<file path="config.mk">
export PLATFORM = sky130hd
export DESIGN_NAME = cache_arbiter
export DESIGN_NICKNAME = d
export VERILOG_FILES = /design/src/rtl/cache_arbiter.sv
export SDC_FILE = /design/constraint.sdc
export NUM_CORES = 1
export LEC_CHECK = 0
export ABC_AREA = 1
export BUFFER_PORTS_ARGS = -buffer_cell sky130_fd_sc_hd__buf_2
export CORE_AREA = 3 3 541 543
export DETAILED_ROUTE_END_ITERATION = 10
export DIE_AREA = 0 0 544 546
export PLACE_DENSITY = 0.3
export SLEW_MARGIN = 20
export SYNTH_ARGS = -nofsm -noshare
export SYNTH_HDL_FRONTEND = slang
export SYNTH_SLANG_ARGS = --single-unit
</file>
<file path="constraint.sdc">
create_clock -name clk -period 2.1 [get_ports clk]
set_clock_uncertainty 0.15 [all_clocks]
set_input_delay 0.315 -clock clk [delete_from_list [all_inputs] [get_ports clk]]
set_output_delay 0.315 -clock clk [all_outputs]
set_load 0.02 [all_outputs]
</file>
<file path="src/rtl/cache_arbiter.sv">
// Shares one cacheline memory port between icache and dcache, one transaction at a time.
module cache_arbiter #(
  parameter int unsigned LINE_W = 256,
  parameter int unsigned ADDR_W = 32,
  parameter bit          FAIR   = 1'b1
) (
  input  logic              clk,
  input  logic              rst,
  input  logic              i_read,
  input  logic [ADDR_W-1:0] i_address,
  output logic [LINE_W-1:0] i_rdata,
  output logic              i_resp,
  input  logic              d_read,
  input  logic              d_write,
  input  logic [ADDR_W-1:0] d_address,
  input  logic [LINE_W-1:0] d_wdata,
  output logic [LINE_W-1:0] d_rdata,
  output logic              d_resp,
  output logic              pmem_read,
  output logic              pmem_write,
  output logic [ADDR_W-1:0] pmem_address,
  output logic [LINE_W-1:0] pmem_wdata,
  input  logic [LINE_W-1:0] pmem_rdata,
  input  logic              pmem_resp
);

  typedef enum logic [1:0] {
    IDLE    = 2'd0,
    SERVE_I = 2'd1,
    SERVE_D = 2'd2
  } state_t;

  state_t              state;
  state_t              state_nxt;
  logic                last_d;
  logic                last_d_nxt;
  logic                read_nxt;
  logic                write_nxt;
  logic [ADDR_W-1:0]   address_nxt;
  logic [LINE_W-1:0]   wdata_nxt;
  logic                d_req;
  logic                grant_d;

  // Dcache wins a contended grant unless fairness passes the turn to the icache.
  assign d_req   = d_read | d_write;
  assign grant_d = d_req & ~(i_read & FAIR & last_d);

  // Next-state and latched transaction fields.
  always_comb begin
    state_nxt   = state;
    last_d_nxt  = last_d;
    read_nxt    = pmem_read;
    write_nxt   = pmem_write;
    address_nxt = pmem_address;
    wdata_nxt   = pmem_wdata;
    case (state)
      IDLE: begin
        if (grant_d) begin
          state_nxt   = SERVE_D;
          last_d_nxt  = 1'b1;
          address_nxt = d_address;
          wdata_nxt   = d_wdata;
          write_nxt   = d_write;
          read_nxt    = ~d_write;
        end else if (i_read) begin
          state_nxt   = SERVE_I;
          last_d_nxt  = 1'b0;
          address_nxt = i_address;
          write_nxt   = 1'b0;
          read_nxt    = 1'b1;
        end
      end
      SERVE_I, SERVE_D: begin
        if (pmem_resp) begin
          state_nxt = IDLE;
          read_nxt  = 1'b0;
          write_nxt = 1'b0;
        end
      end
      default: begin
        state_nxt = IDLE;
        read_nxt  = 1'b0;
        write_nxt = 1'b0;
      end
    endcase
  end

  // State and latched request registers; reset abandons any in-flight transaction.
  always_ff @(posedge clk or negedge rst) begin
    if (!rst) begin
      state        <= IDLE;
      last_d       <= 1'b0;
      pmem_read    <= 1'b0;
      pmem_write   <= 1'b0;
      pmem_address <= '0;
      pmem_wdata   <= '0;
    end else begin
      state        <= state_nxt;
      last_d       <= last_d_nxt;
      pmem_read    <= read_nxt;
      pmem_write   <= write_nxt;
      pmem_address <= address_nxt;
      pmem_wdata   <= wdata_nxt;
    end
  end

  // Completion goes only to the granted cache; read data is a plain pass-through.
  assign i_resp  = (state == SERVE_I) & pmem_resp;
  assign d_resp  = (state == SERVE_D) & pmem_resp;
  assign i_rdata = pmem_rdata;
  assign d_rdata = pmem_rdata;

endmodule

</file>
==> flow_summary.toml <==
[worst_setup_path]
critPathArrivalTime_ps = 1580
critPathLaunchType = "flip-flop"
cp_data_required_time_ps = 1630
path_max_fanout = 3
worst-setup-path-type = "flip-flop to output pin"
end_kind = "output pin"

[floorplanning]
io_pins = 1386
die_y_um = 546
fp-row-count = 197
die_area_um2 = 297000
start_util_pct = 5.40
coreArea_um2 = 288000
die_w_um = 544

[placed_design]
dpl.hpwl_um = 109000
placedInstanceArea_um2 = 19800
gp_congestion = 0.793
io_buffer_count = 617
dp.cells = 5771

[global_routing]
grt_pass1_wl_um = 157000
grt_pass1_vias = 14600
grt_usage_pct = 8.17
grt_max_degree = 71
antenna_found_initial = 31
overflow = 0

[yosys]
synthFlopType = "dfrtp_1"
yosys.area_share.simple_pct = 23.7
ys_seq_area_share_pct = 47.1
yosys_warnings = 0
ys_ff_latch = 293
synth_xor_area_share_pct = 0
synth_adder_area_share_pct = 0.241
ys_types = 16
synth_top_family_by_area = "buffers and inverters"
async_reset_ff_share_pct = 100
yosysTopAreaCell = "dfrtp_1"
synth_edf_count = 0
synth_area_um2 = 15600
synth_most_common_cell = "nand2_1"
synth_compound_area_share_pct = 0.161
synth_top_area_share_pct = 47.1
syn_nets = 2496
avgSynthCellArea_um2 = 8.14
synth_area_leaders = "dfrtp_1 47%, buf_4 25%, nand2_1 21%"
synth_mux_area_share_pct = 0
synth_common_cells = "882 x nand2_1, 518 x buf_4, 293 x dfrtp_1"
synthCells = 1911

[cells_and_area]
ff_latch_area_um2 = 7330
multi_input_area_um2 = 3790
nets = 2955
final_cell_area_um2 = 24900
instances_no_fill = 6192
nFillCells = 33700
area_growth_pct = 59.7
final_core_util_pct = 8.63
drive_gt1_share_pct = 31.3

[clocking]
clk_pin_slew_ps = 60
cts_buffers = 46
worstSkewPairLatency_ps = 680
clock_sinks = 293
ctsHtreeMaxLevel = 2
cts-root-buf = "clkbuf_16"
clockBufferDepth = 3
cts_tree = "yes"

[route]
drc_errors = 0
num_vias = 13800
drt-pass1-iter-count = 5
routedWlPerCell_um = 20.5
detail-route-antenna-nets = 0
drtIter0Drc = 926
vias_per_cell = 2.23
drt-total-wl_um = 127000

[sta]
fmax_mhz = 489
slew_headroom_pct = 66.0
final_max_slew_viol_count = 0
finalSetupViolCount = 0
totalNegativeSetupSlack_ps = 0
rsz0062_at_grt = "true"
worstMarginPinSlew_ps = 511
finalCriticalPeriod_ps = 2040
min_period_over_period_pct = 97.4
hold_violations = 0

[flow_run]
maxCapViolCount = 0

[power]
ir_worst_vdd_uv = 642
power_density_nw_per_um2 = 1440
p_total_mw = 35.9
p_leak_nw = 11.8

[status]
status = "finished, final reports clean"

[worst_hold_path]
hold_class = "primary input to async pin"
## cells by family after synthesis
| logic type | count (synthesis) |
|---|---|
| buf+inv | 658 |
| simple gates | 955 |
| fa+ha+maj | 3 |
| compound gates | 2 |
| flops | 293 |
## registers in the layout (all words and copies together), names as in the netlist
signal        count
last_d            1
state             2
pmem_read         1
pmem_write        1
pmem_address     32
pmem_wdata      256
## per-layer routing
metal  vias up  wire, µm  track usage (%)
li1       6164         -                -
met1      6251     41000             7.52
met2       982     49800             11.4
met3       425     27200             7.75
met4         6      9160             5.40
met5         -        34           0.0812
## critical path, stage by stage (launching register included)
cell and delay, ps:
dfrtp_1 430, inv_2 100, ha_4 120, nand2_2 40
inv_2 80, buf_12 130
## repair_timing
action                     in CTS  in global routing
setup endpoints to repair      97                 73
hold buffers                  328                  0
buffers inserted                1                  1
hold endpoints to repair      535                  0
pin swaps                       2                  0
resized for setup              17                  3
cloned                          0                  2
## path summary, 6_finish.rpt
check                                start               to  slack, ps  cells past startpoint
hold / removal                         rst  pmem_wdata[112]        170                      3
setup reg to reg                  state[0]  pmem_wdata[183]         70                      9
max in group asynchronous              rst  pmem_wdata[147]       1020                      4
setup / recovery                  state[0]           d_resp         60                      5
hold reg to reg            pmem_wdata[124]  pmem_wdata[124]        310                      2
min in group clk               d_wdata[53]   pmem_wdata[53]        220                      4
## metrics by stage
stage / hold slack, ps / setup WS [ps]
2_1_floorplan: -131 / 495
6_report: 167 / 55.5
5_1_grt: 149 / -89.5
3_5_place_dp: 82.1 / 27.4
4_1_cts: 85.7 / -119
3_3_place_gp: 85.5 / 47.7
## cell usage in the layout (no fill, tap or decap)
| master | n |
|---|---|
| nand4_1 | 1 |
| inv_1 | 70 |
| clkinvlp_4 | 1 |
| ha_4 | 2 |
| nand2_4 | 1 |
| nor2_1 | 2 |
| inv_6 | 7 |
| buf_12 | 23 |
| clkbuf_1 | 10 |
| inv_8 | 1 |
| diode_2 | 6 |
| a21oi_4 | 1 |
| buf_2 | 614 |
| buf_6 | 1 |
| inv_2 | 4 |
| clkinv_4 | 4 |
| nand3_1 | 68 |
| buf_8 | 1 |
| clkbuf_16 | 49 |
| inv_16 | 1 |
| buf_16 | 3 |
| o21ai_4 | 1 |
| clkinv_2 | 2 |
| dfrtp_1 | 293 |
| dlygate4sd3_1 | 327 |
| clkbuf_8 | 7 |
| buf_4 | 23 |
| nand2_2 | 2 |
| nor2_4 | 1 |
| bufinv_16 | 4 |
| nand2_1 | 880 |
| ha_1 | 1 |
## report_power, final
part / internal, mW / switching (mW)
clock: 4.88 / 3.34
sequential: 8.45 / 1.76
combinational: 4.94 / 12.5
## final cells by class
class / count / share of cell area (%)
Inverter: 75 / 1.16
Timing Repair Buffer: 994 / 28.7
Sequential cell: 293 / 29.5
Clock buffer: 64 / 5.27
Tap cell: 3781 / 19.0
Clock inverter: 19 / 1.02
Antenna cell: 6 / 0.0604
Multi-Input combinational cell: 960 / 15.2
Power figures use the tool's default switching activity.
